[src/rtl/core_id_inst_queue_pkg.sv]
// Shared defaults for the IF->ID instruction queue.
// The core-wide width/depth macros are guarded so a central definition wins if one is already loaded.
`ifndef CORE_DEFINES_V
`define CORE_DEFINES_V
`define CORE_PC_WIDTH   32
`define CORE_INST_WIDTH 32
`define CORE_IQ_DEPTH   4
`endif

package core_id_inst_queue_pkg;

    localparam int CORE_PC_W     = `CORE_PC_WIDTH;
    localparam int CORE_INST_W   = `CORE_INST_WIDTH;
    localparam int IQ_DEPTH_DEF  = `CORE_IQ_DEPTH;

    // Pointer width: index bits plus one wrap bit.
    function automatic int ptr_w(input int depth);
        return $clog2(depth) + 1;
    endfunction

endpackage : core_id_inst_queue_pkg

[src/rtl/gnrl_fifo_ptr.sv]
// Generic FIFO pointer/flag unit with its payload storage.
// Pointers carry a wrap bit, so full and empty are told apart without a separate counter.
module gnrl_fifo_ptr
    import core_id_inst_queue_pkg::*;
#(
    parameter  int DEPTH  = 4,
    parameter  int DATA_W = 8,
    localparam int PTR_W  = ptr_w(DEPTH),
    localparam int AW     = PTR_W - 1
) (
    input  logic              clk,
    input  logic              rst,
    input  logic              flush,
    input  logic              push_req,
    input  logic              pop_req,
    input  logic [DATA_W-1:0] wdata,
    output logic [DATA_W-1:0] rdata,
    output logic              full,
    output logic              empty,
    output logic [PTR_W-1:0]  count
);

    logic [PTR_W-1:0]  wptr;
    logic [PTR_W-1:0]  rptr;
    logic              push;
    logic              pop;
    logic [DATA_W-1:0] mem [DEPTH];

    // Flags derive from registered pointers only, so nothing passes through combinationally.
    assign full  = (wptr[AW] != rptr[AW]) && (wptr[AW-1:0] == rptr[AW-1:0]);
    assign empty = (wptr == rptr);
    assign count = wptr - rptr;

    // A full queue stalls its input even when a pop frees a slot in the same cycle.
    assign push = push_req && !full && !flush;
    assign pop  = pop_req && !empty && !flush;

    // Pointer update: flush beats any push/pop, and natural overflow toggles the wrap bit.
    // NOTE: sequential state uses non-blocking assignments so every flop samples pre-edge values.
    always_ff @(posedge clk or posedge rst) begin
        if (rst) begin
            wptr <= '0;
            rptr <= '0;
        end else if (flush) begin
            wptr <= '0;
            rptr <= '0;
        end else begin
            if (push) wptr <= wptr + 1'b1;
            if (pop)  rptr <= rptr + 1'b1;
        end
    end

    // Payload write at the write index; flush and reset leave the contents alone.
    // NOTE: storage has no reset -- the pointers alone define which entries are live.
    always_ff @(posedge clk) begin
        if (push) mem[wptr[AW-1:0]] <= wdata;
    end

    assign rdata = mem[rptr[AW-1:0]];

endmodule : gnrl_fifo_ptr

[src/rtl/core_id_inst_queue.sv]
// IF->ID instruction queue: buffers {pc, inst, prediction} entries between fetch and decode.
module core_id_inst_queue
    import core_id_inst_queue_pkg::*;
#(
    parameter int DEPTH  = `CORE_IQ_DEPTH,
    parameter int PC_W   = `CORE_PC_WIDTH,
    parameter int INST_W = `CORE_INST_WIDTH,
    parameter int CNT_W  = $clog2(DEPTH + 1)
) (
    input  logic              clk,
    input  logic              rst,
    input  logic              i_flush,
    input  logic              valid_in,
    output logic              ready_in,
    input  logic [PC_W-1:0]   i_pc,
    input  logic [INST_W-1:0] i_inst,
    input  logic              i_branch_predict,
    output logic              valid_out,
    input  logic              ready_out,
    output logic [PC_W-1:0]   o_pc,
    output logic [INST_W-1:0] o_inst,
    output logic              o_branch_predict,
    output logic [CNT_W-1:0]  o_count,
    output logic              o_full,
    output logic              o_empty
);

    localparam int DATA_W = PC_W + INST_W + 1;
    localparam int PTR_W  = ptr_w(DEPTH);

    logic [DATA_W-1:0] wdata;
    logic [DATA_W-1:0] rdata;
    logic [PTR_W-1:0]  count;

    // One packed word per entry keeps pc, inst and prediction bit together.
    assign wdata = {i_branch_predict, i_inst, i_pc};

    gnrl_fifo_ptr #(
        .DEPTH  (DEPTH),
        .DATA_W (DATA_W)
    ) u_fifo (
        .clk      (clk),
        .rst      (rst),
        .flush    (i_flush),
        .push_req (valid_in),
        .pop_req  (ready_out),
        .wdata    (wdata),
        .rdata    (rdata),
        .full     (o_full),
        .empty    (o_empty),
        .count    (count)
    );

    assign ready_in         = !o_full;
    assign valid_out        = !o_empty;
    assign o_pc             = rdata[PC_W-1:0];
    assign o_inst           = rdata[PC_W +: INST_W];
    assign o_branch_predict = rdata[DATA_W-1];
    assign o_count          = CNT_W'(count);

endmodule : core_id_inst_queue

[config.mk]
export PLATFORM = sky130hd
export DESIGN_NAME = core_id_inst_queue
export DESIGN_NICKNAME = d
export VERILOG_FILES = /design/src/rtl/core_id_inst_queue_pkg.sv /design/src/rtl/gnrl_fifo_ptr.sv /design/src/rtl/core_id_inst_queue.sv
export SDC_FILE = /design/constraint.sdc
export NUM_CORES = 1
export LEC_CHECK = 0
export BUFFER_PORTS_ARGS = -buffer_cell sky130_fd_sc_hd__buf_2
export CAP_MARGIN = 20
export CORE_ASPECT_RATIO = 1.1
export CORE_MARGIN = 2
export CORE_UTILIZATION = 35
export CTS_BUF_LIST = sky130_fd_sc_hd__clkbuf_4
export CTS_CLUSTER_SIZE = 8
export DETAILED_ROUTE_END_ITERATION = 8
export SLEW_MARGIN = 20
export SYNTH_ARGS = -nofsm -noshare
export SYNTH_HDL_FRONTEND = slang
export SYNTH_SLANG_ARGS = --single-unit
[constraint.sdc]
create_clock -name clk -period 9.4 [get_ports clk]
set_input_delay 1.88 -clock clk [delete_from_list [all_inputs] [get_ports clk]]
set_output_delay 1.88 -clock clk [all_outputs]
set_load 0.02 [all_outputs]
# --- Word level (Yosys, flattened, before mapping) ---
# Memory sizes are Yosys's and may differ from the RTL's.
# Index checks and enable logic that the tools add are counted.
op_classes:
  n_addsub: 3
  n_eq_ne: 3
  muxes: 6
  n_reduce_logical: 10
ops:
  columns: ["op", "count"]
  rows:
  - ["two-way mux 3 bit", 4]
  - ["adder 3 x 1 -> 3 bit, second input constant", 2]
  - ["logical AND 1 bit", 5]
  - ["nonzero test 2 bit", 2]
  - ["equality test 3 bit", 1]
  - ["logical NOT 1 bit", 3]
  - ["subtractor 3 bit", 1]
  - ["equality test 2 bit", 1]
  - ["two-way mux 1 bit", 2]
  - ["inequality test 1 bit", 1]
word_totals:
  ff_bits: 6
  mem_bits_rw: 260
  input_bits: 70
  out_inout_bits: 72
  elab_cells: 25
  n_memories: 1
memory_table:
  columns: ["name", "words", "word_bits", "rd", "rd_ports_with_merged_regs", "wr", "line", "text"]
  rows:
  - ["u_fifo.mem", 4, 65, 1, 0, 1, "gnrl_fifo_ptr.sv:27", "logic [DATA_W-1:0] mem [DEPTH];"]

# --- Logic depth before layout (Yosys ltp) ---
logic_depth:
  depth_word: 7
  ltp_mapped: 6

# --- Modules after synthesis ---
# From an unflattened synthesis, not the netlist that was laid out.
unflattened:
  cells_unflattened: 408
  hier_area_um2: 9958.3
modules_own_cells:
  columns: ["module", "instances", "cells_each", "area_each_um2", "seq_area_each_um2"]
  rows:
  - ["gnrl_fifo_ptr", 1, 406, 9950.8, 7957.6]
  - ["core_id_inst_queue", 1, 2, 7.5, 0.0]

# --- Least setup slack after synthesis ---
# OpenSTA, ideal clock, no wires.
synth_path:
  path_kind: "input -> register"
  start: "input port i_flush"
  end: "memory u_fifo.mem[3][0] in the netlist's numbering, enable pin"
  arrival_ps: 6442
  path_slack_ps: 2390
  path_stages: 2
  path_buffers: 1
  cell_sequence: "buf_6 -> nor3_1"
synth_via:
  elab_chain_len: 4
synth_lines:
  columns: ["item", "line", "text"]
  rows:
  - ["start, declared", "core_id_inst_queue.sv:12", "input logic i_flush,"]
  - ["logical NOT 1 bit", "gnrl_fifo_ptr.sv:35", "assign push = push_req && !full && !flush;"]
  - ["logical AND 1 bit", "gnrl_fifo_ptr.sv:35", null]
  - ["two-way mux 1 bit", "gnrl_fifo_ptr.sv:56", "if (push) mem[wptr[AW-1:0]] <= wdata;"]
  - ["two-way mux 1 bit (not written as such)", "gnrl_fifo_ptr.sv:56", null]
  - ["end, declared", "gnrl_fifo_ptr.sv:27", null]
# No other way between the ends.

# --- Worst setup path after layout ---
layout_path:
  start: "register u_fifo.rptr[0]"
  end: "output port ready_in"
layout_via:
  elab_chain_len: 3
layout_lines:
  columns: ["item", "line", "text"]
  rows:
  - ["start, declared", "gnrl_fifo_ptr.sv:24", "logic [PTR_W-1:0] rptr;"]
  - ["start signal, assigned", "gnrl_fifo_ptr.sv:49", "if (pop) rptr <= rptr + 1'b1;"]
  - ["equality test 2 bit", "gnrl_fifo_ptr.sv:30", "assign full = (wptr[AW] != rptr[AW]) && (wptr[AW-1:0] == rptr[AW-1:0]);"]
  - ["logical AND 1 bit", "gnrl_fifo_ptr.sv:30", null]
  - ["logical NOT 1 bit", "core_id_inst_queue.sv:54", "assign ready_in = !o_full;"]
  - ["end, declared", "core_id_inst_queue.sv:14", "output logic ready_in,"]
# No other way between the ends.

==> summary.txt <==
Status
  • Status: finished, final reports clean

CTS
  • CTS Buffer Depth: 3
  • Skew-Pair Late Insertion Delay: 0.63 ns
  • Worst-path clk slew: 0.06 ns
  • Cts hold-fix bufs: 0
  • CTS tree: built
  • CTS buffer count: 68
  • Number of buffers added for setup after CTS: 0
  • Clock H-tree levels: 3
  • Root Driver: clkbuf_4
  • Post-cts sizing count: 0
  • CTS sink cnt: 266

Cells and area
  • Synth-to-Final Area Change: 20.9%
  • Multi-input combinational cell area: 0.00188 mm2
  • Post-Layout Cell Count: 1023
  • Most frequent cells in the layout: 260 x edfxtp_1, 141 x buf_2, 89 x clkbuf_4
  • Register area: 0.00797 mm2
  • Commonest non-fill, non-tap cell in the layout: edfxtp_1
  • Fillcell total: 2488
  • Nets: 685
  • Share of layout cells above drive strength 1: 48.9%

Timing
  • Fin. max-slew vios: 0
  • Worst slew pin tran: 1.03 ns
  • Final setup viols: 0
  • Tcrit/Tclk final: 55.9%
  • RSZ-0062 raised after global routing: no
  • Setup TNS Final: 0 ns
  • Max_slew headroom: 31.0%
  • Clk_skew: 0.0536 ns
  • Final Hold Viols: 0
  • Minimum clock period: 5.25 ns
  • Fmax: 0.190 GHz

Floorplan
  • Die width: 165 um
  • # IOs: 142
  • Starting density of the core: 35.7%
  • Chip height: 181 um
  • Core Rows: 64
  • Core Footprint: 0.0279 mm2
  • Total die area: 0.0298 mm2

Route
  • Vias per inst: 4.77
  • Routed len/inst: 18.8 um
  • DR pass1 iterations: 4
  • Detailed Route WL: 19300 um
  • Antenna viol nets, final: 0
  • DR iter-0 viols: 239
  • Vias: 4879
  • DRC: 0

Worst setup path
  • Critical Path AT: 3.37 ns
  • Startpoint types: flip-flop
  • CP Capture Type: output pin
  • Worst EP required: 7.52 ns
  • Crit Path Max Fanout: 43
  • WS Path Type: reg -> out

Placement
  • Post-DP HPWL: 10400 um
  • Port buffer count: 141
  • Inst Count DP: 896
  • Global placement routability congestion: 0.766

Power and ir drop
  • Leakage: 4.10 nW
  • Peak VDD IR: 0.187 mV
  • PD cells: 293 mW/mm2

Global routing
  • Largest net degree at the start of global routing: 69
  • GRT Util Overall: 13.3%
  • Initial antenna violation count: 3
  • First-pass GRT wire length: 29800 um
  • GRT overflow: 0
  • Vias in the first global route: 5582

Run
  • Max-cap violations: 0

Yosys
  • Synthesized Nets: 485
  • Sequential share of the synthesized area: 80.0%
  • Synth area leaders: edfxtp_1 78%, mux4_2 15%, dfrtp_1 1.5%
  • EDFF count, synth: 260
  • Top cell type's share of synthesized area: 78.5%
  • Avg Cell Area, Syn: 24.4 um2
  • FF+latch count, synth: 266
  • Cells after Synth: 407
  • Yosys warns: 0
  • Primary flip-flop cell chosen by synthesis mapping: edfxtp_1
  • Count of cell types in the netlist: 31
  • FFs w/ async S/R, synth: 2.26%
  • Syn Std Cell Area: 0.00995 mm2
  • Post-synth top area cell: edfxtp_1

Min path
  • Min-delay worst type: reg -> reg
area by class of cell:
type | count | area share, %
antenna | 2 | 0.0416
clock buffer | 89 | 5.55
clock inverter | 32 | 1.76
inverter | 8 | 0.250
multi-input combinational | 116 | 15.6
sequential | 266 | 66.2
tap | 363 | 3.77
timing repair buffer | 147 | 6.78
cell families after synthesis:
group,synth area share [%]
adders and majority gates,1.08
and+or+nand+nor,2.19
xor gates and xnor gates,0.176
AOI/OAI and AO/OA,0.553
DFF,80.0
muxes,14.7
buffers and inverters,1.30
worst max-delay path: stages (launching register included):
cell and delay, ns:
dfrtp_4 0.98, buf_4 0.61, ha_1 0.40, nand2_2 0.23
nor2_1 0.11, inv_1 0.17, buf_2 0.18
registers in the layout (all words and copies together) (netlist names):
register / count
u_fifo.rptr: 3
u_fifo.wptr: 3
u_fifo.mem: 260
power by group:
part           switching (W)  internal (W)
combinational       0.000584      0.000441
sequential          0.000102       0.00142
clock               0.000448      0.000530
layer usage:
layer  GRT usage [%]  share of wire, %  vias to the layer above
met2            21.9                50                      158
met1            15.8                41                     2504
li1                -                 -                     2180
met4            5.81               2.0                        2
met3            4.48               6.6                       35
met5               0             0.068                        -
metrics by stage:
step	area [um2]	hold WS, ns	power (W)	utilization, %	setup slack (ns)
finish	12000	0.597	0.00352	43.2	4.15
global route	12000	0.627	0.00374	43.2	3.75
CTS	11900	0.598	0.00359	42.8	3.92
detailed placement	11100	0.590	0.00259	39.7	4.63
global placement	11100	0.562	0.00257	39.7	4.73
floorplan	9950	0.540	0.00225	-	2.39
worst paths after layout:
| kind | from | end | slack [ns] | depth (start not counted) |
|---|---|---|---|---|
| max | u_fifo.rptr[0]$_DFFE_PP0P_ | ready_in | 4.15 | 6 |
| min | u_fifo.rptr[2]$_DFFE_PP0P_ | u_fifo.rptr[2]$_DFFE_PP0P_ | 0.60 | 2 |
| min reg2reg | u_fifo.rptr[2]$_DFFE_PP0P_ | u_fifo.rptr[2]$_DFFE_PP0P_ | 0.60 | 2 |
| max in group asynchronous | rst | u_fifo.rptr[0]$_DFFE_PP0P_ | 7.96 | 2 |
| min in group asynchronous | rst | u_fifo.rptr[2]$_DFFE_PP0P_ | 1.21 | 2 |
| max reg2reg | u_fifo.rptr[0]$_DFFE_PP0P_ | u_fifo.mem[3][37]$_DFFE_PP_ | 5.55 | 6 |
cells in the mapped netlist (2+ instances only):
| cell type | number |
|---|---|
| a21oi_1 | 2 |
| a31oi_1 | 3 |
| and3_1 | 4 |
| buf_1 | 4 |
| buf_2 | 7 |
| buf_4 | 3 |
| buf_6 | 2 |
| dfrtp_1 | 6 |
| edfxtp_1 | 260 |
| ha_1 | 7 |
| inv_1 | 8 |
| mux4_2 | 65 |
| nand2_1 | 5 |
| nand3_1 | 5 |
| nor2_1 | 3 |
| nor2b_1 | 2 |
| nor3_1 | 2 |
| nor3b_1 | 3 |
| or4_1 | 3 |
| xnor2_1 | 2 |
(Power assumes the default switching activity.)
